File: src/rtl/sid_frame_scheduler.sv
// sid_frame_scheduler: queues SID register writes from the host/SPI side and
// releases one frame of them (up to and including a sync-tagged entry) as
// back-to-back single Wishbone writes on every frame_tick.
//
// state    | meaning
// ---------+-----------------------------------------------------------
// IDLE     | waiting for frame_tick; tick with empty queue = underrun
// ISSUE    | pop queue head onto the bus registers, raise cyc/stb/we
// WAIT_ACK | bus cycle open; close on m_ack or ack-timer terminal count
// GAP      | one idle bus cycle; end frame on sync, else next entry
// STALL    | mid-frame, queue empty; wait for the rest of the frame
module sid_frame_scheduler #(
   parameter int DEPTH   = 16,
   parameter int TIMEOUT = 15
) (
   input  logic       clk,
   input  logic       rst_n,
   input  logic       push_valid,
   output logic       push_ready,
   input  logic [7:0] push_adr,
   input  logic [7:0] push_dat,
   input  logic       push_sync,
   input  logic       frame_tick,
   output logic [7:0] m_adr,
   output logic [7:0] m_dat,
   output logic       m_cyc,
   output logic       m_stb,
   output logic       m_we,
   input  logic       m_ack,
   output logic       busy,
   output logic [7:0] frame_count,
   output logic       underrun,
   output logic       late,
   output logic       err_timeout
);

   localparam int AW = $clog2(DEPTH);
   localparam int CW = AW + 1;
   localparam logic [CW-1:0] FULL = CW'(DEPTH);
   // the ack timer is a down-counter: loaded with TIMEOUT-1 so that the
   // terminal count of zero is reached in the TIMEOUT-th WAIT_ACK cycle
   localparam logic [7:0] TMO_LOAD = 8'(TIMEOUT - 1);

   typedef enum logic [2:0] {IDLE, ISSUE, WAIT_ACK, GAP, STALL} state_t;

   state_t        state;
   logic [16:0]   mem [DEPTH];
   logic [AW-1:0] wr_ptr;
   logic [AW-1:0] rd_ptr;
   logic [CW-1:0] count;
   logic [16:0]   head;
   logic          do_push;
   logic          do_pop;
   logic          sync_r;
   logic [7:0]    timer;

   assign push_ready = (count != FULL);
   assign do_push    = push_valid & push_ready;
   assign do_pop     = (state == ISSUE);
   assign head       = mem[rd_ptr];
   assign busy       = (state != IDLE);

   // queue storage, {sync, adr, dat}
   always_ff @(posedge clk) begin
      if (do_push) mem[wr_ptr] <= {push_sync, push_adr, push_dat};
   end

   // queue pointers and occupancy; pointers wrap naturally at DEPTH
   always_ff @(posedge clk or negedge rst_n) begin
      if (!rst_n) begin
         wr_ptr <= '0;
         rd_ptr <= '0;
         count  <= '0;
      end else begin
         if (do_push) wr_ptr <= wr_ptr + 1'b1;
         if (do_pop)  rd_ptr <= rd_ptr + 1'b1;
         case ({do_push, do_pop})
            2'b10:   count <= count + 1'b1;
            2'b01:   count <= count - 1'b1;
            default: count <= count;
         endcase
      end
   end

   // frame sequencer with registered bus outputs and status pulses
   always_ff @(posedge clk or negedge rst_n) begin
      if (!rst_n) begin
         state       <= IDLE;
         m_adr       <= '0;
         m_dat       <= '0;
         m_cyc       <= 1'b0;
         m_stb       <= 1'b0;
         m_we        <= 1'b0;
         sync_r      <= 1'b0;
         timer       <= '0;
         frame_count <= '0;
         underrun    <= 1'b0;
         late        <= 1'b0;
         err_timeout <= 1'b0;
      end else begin
         underrun <= 1'b0;
         late     <= 1'b0;
         if (frame_tick && state != IDLE) late <= 1'b1;
         case (state)
            IDLE: begin
               if (frame_tick) begin
                  if (count == '0) underrun <= 1'b1;
                  else             state    <= ISSUE;
               end
            end
            ISSUE: begin
               {sync_r, m_adr, m_dat} <= head;
               m_cyc <= 1'b1;
               m_stb <= 1'b1;
               m_we  <= 1'b1;
               timer <= TMO_LOAD;
               state <= WAIT_ACK;
            end
            WAIT_ACK: begin
               // an ack arriving on the terminal-count cycle still counts as success
               if (m_ack || timer == '0) begin
                  m_cyc <= 1'b0;
                  m_stb <= 1'b0;
                  m_we  <= 1'b0;
                  if (!m_ack) err_timeout <= 1'b1;
                  state <= GAP;
               end else begin
                  timer <= timer - 1'b1;
               end
            end
            GAP: begin
               if (sync_r) begin
                  frame_count <= frame_count + 1'b1;
                  state       <= IDLE;
               end else if (count != '0) begin
                  state <= ISSUE;
               end else begin
                  state <= STALL;
               end
            end
            STALL: begin
               if (count != '0) state <= ISSUE;
            end
            default: state <= IDLE;
         endcase
      end
   end

endmodule

File: config.mk
export PLATFORM = sky130hd
export DESIGN_NAME = sid_frame_scheduler
export DESIGN_NICKNAME = d
export VERILOG_FILES = /design/src/rtl/sid_frame_scheduler.sv
export SDC_FILE = /design/constraint.sdc
export NUM_CORES = 1
export LEC_CHECK = 0
export CORE_MARGIN = 4
export CORE_UTILIZATION = 58
export CTS_CLUSTER_DIAMETER = 200
export DETAILED_ROUTE_END_ITERATION = 7
export DONT_BUFFER_PORTS = 1
export PLACE_DENSITY = 0.76
export SYNTH_ARGS = -nofsm -noshare
export SYNTH_HDL_FRONTEND = slang
export SYNTH_SLANG_ARGS = --single-unit
export TNS_END_PERCENT = 50
File: constraint.sdc
create_clock -name clk -period 8.7 [get_ports clk]
set_input_delay 1.305 -clock clk [delete_from_list [all_inputs] [get_ports clk]]
set_output_delay 1.305 -clock clk [all_outputs]
set_load 0.02 [all_outputs]
==> results.toml <==
[route]
vias = 6194
avgRoutedWirePerCell_um = 26.26
wirelength_mm = 25.44
drc = 0
first_pass_iters = 5
drt_iter0_markers = 533
antenna_left = 0
vias_per_cell = 6.392

[floorplanning]
initial_core_util_pct = 58.91
fp.dieW_um = 156.9
die_area_um2 = 24610
ios = 54
rows = 54
die_y_um = 156.9
core_um2 = 21820

[cts]
clkTransAtPathRegs_ps = 60
cts_setup_buffers = 0
clk_path_buf_depth = 3
cts_tree = "yes"
cts-buffers-inserted = 34
clkLatencyLatePin_ps = 510
clock-sinks = 325
clock-root-buffer = "clkbuf_16"
h-tree-depth = 2
hold_buffers = 0
cts_resized = 0

[finish]
layout-drive-gt1-share_pct = 22.21
postLayoutCoreUtil_pct = 65.28
insertedDiodeCount = 0
syn2layout_area_growth_pct = 10.81
nNetsFinal = 698

[setup_path]
cp.arrival_ps = 3620
critPathRequiredTime_ps = 9070
crit_slowest_cell = "a21boi_1"
critPathKind = "in -> reg"
regToRegSetupSlack_ps = 5610
critPathLaunchType = "input pin"
end_kind = "flop"
critical-path-top-delay-family = "compound AO/OA/AOI/OAI gates"
critPathMaxStageDelay_ps = 710
critPathBufInv = 1
cp_common_cell = "xor2_1"
path_max_fanout = 9
crit_chain = "a21boi_1 > inv_1 > ha_1 > xor2_1 > ha_1 > a21oi_1 > xor2_1 > nor2_1 > xor2_1"

[sta]
rsz0062_at_grt = "no"
setup_viol = 0
skew_ps = 14.83
layout_min_cycle_time_ps = 3251
max_freq_mhz = 307.6
finalCritPeriodShare_pct = 37.37
max_slew_margin_pct = 26.27
tns_ps = 0
worst_pin_slew_ps = 1105
slew_viol_final = 0
finalHoldViolCount = 0

[pwr]
ir_drop_mv = 0.3341
pwr-share-comb_pct = 25.5
p_leak_uw = 0.004775
power.density_nw_per_um2 = 335.7
p_clk_share_pct = 29.4
p_sw_uw = 1448
power.internal_uw = 3335
netSwitchingFraction_pct = 30.28
seq_power_share_pct = 45.0

[placement]
hpwl_mm = 15.03
io_buffers = 0
gp_congestion = 0.8126

[logic_synthesis]
synth_top_area_cell = "edfxtp_1"
synth_top_area_share_pct = 63.53
yosysWarnings = 0
synthTopCellsByCount = "272 x edfxtp_1, 68 x mux4_2, 53 x dfrtp_1"
syn_area_per_cell_um2 = 19.57
synthMostInstantiatedCell = "edfxtp_1"
synthFlopType = "edfxtp_1"
yosysSeqAreaShare_pct = 73.85
yosysUniqueCellTypes = 48
yosys-top-cells-area = "edfxtp_1 64%, mux4_2 12%, dfrtp_1 10%"
syn-num-nets = 691
async_reset_ff_share_pct = 16.31
netlist_area_um2 = 12860
synth_seq_cells = 325
postSynthCellCount = 657
synth_enable_flop_cells = 272

[outcome]
status = "completed"

[global_route]
grt_max_degree = 55
grt.total_usage_pct = 21.48
grt_pass1_wl_mm = 39.35
antenna_found_initial = 0
grt_pass1_vias = 6620
grt_overflow_total = 0

[min_path]
hold_path.class = "in -> async"

[flow_run]
cap_violations = 0
[kinds of logic after synthesis]
kind of cell | count (synthesis) | share of synthesized area, %
adder cells (fa/ha/maj) | 12 | 1.168
AND/OR/NAND/NOR | 83 | 3.533
multiplexers | 104 | 14.73
buffers and inverters | 44 | 1.567
XOR/XNOR | 23 | 1.567
flip-flops | 325 | 73.85
AO/OA/AOI/OAI | 66 | 3.581
[registers in the layout, indices dropped and copies added (netlist names)]
name         flops
late             1
m_we             1
underrun         1
mem            272
state            3
sync_r           1
frame_count      8
err_timeout      1
m_adr            8
timer            8
rd_ptr           4
m_dat            8
count            5
wr_ptr           4
[per-stage QoR]
step	power [µW]	instance area (µm²)	hold slack [ps]	setup slack, ps	cells
after floorplan	3081	12860	458.3	5114	657
after global placement	3360	13150	472.7	5164	908
after detailed placement	3411	13150	488.0	5018	908
after CTS	4821	14250	475.3	5542	969
after global routing	5013	14250	473.2	5360	969
final	4783	14250	493.8	5449	969
[power by group through the flow]
stage	Combinational (µW)	Sequential, µW	Clock [µW]
final	1220	2150	1410
after global routing	1330	2180	1500
after CTS	1240	2160	1430
after detailed placement	1220	2190	0
after global placement	1190	2170	0
after floorplan	1000	2080	0
[routing by layer]
metal / GRT usage, % / vias to the layer above / wire [µm]
li1: - / 2658 / -
met1: 28.70 / 3250 / 10120
met2: 35.30 / 233 / 12720
met3: 5.808 / 53 / 2002
met4: 6.240 / 0 / 600
met5: 0 / - / 0
[layout make-up]
cell class / instances / area, µm²
inverters: 7 / 26.28
flip-flops and latches: 325 / 9500
fillers: 1388 / 7577
repair buffers: 8 / 60.06
clock inverters: 16 / 132.6
multi-input cells: 288 / 3211
clock buffers: 45 / 965.9
well taps: 280 / 350.3
[cells in the final DEF (no fill, tap or decap), types with 9 or more instances in the layout]
cell type  synthesis  layout
edfxtp_1         272     272
mux4_2            68      68
dfrtp_1           53      50
clkbuf_16          0      37
mux2i_1           34      34
o21ai_0           23      23
nand2_1           19      19
a2bb2oi_1         17      17
xnor2_1           16      16
nor2_2             0      12
ha_1              12      12
nor2_1            21       9
[path summary, 6_finish.rpt]
kind | start | endpoint | depth (start not counted)
max reg2reg | count[2] | count[2] | 10
max in group asynchronous | rst_n | m_adr[3] | 0
min in group clk | rd_ptr[3] | rd_ptr[3] | 1
min reg2reg | rd_ptr[3] | rd_ptr[3] | 1
max | push_valid | count[2] | 9
min | rst_n | wr_ptr[1] | 0
(Power assumes the default switching activity.)
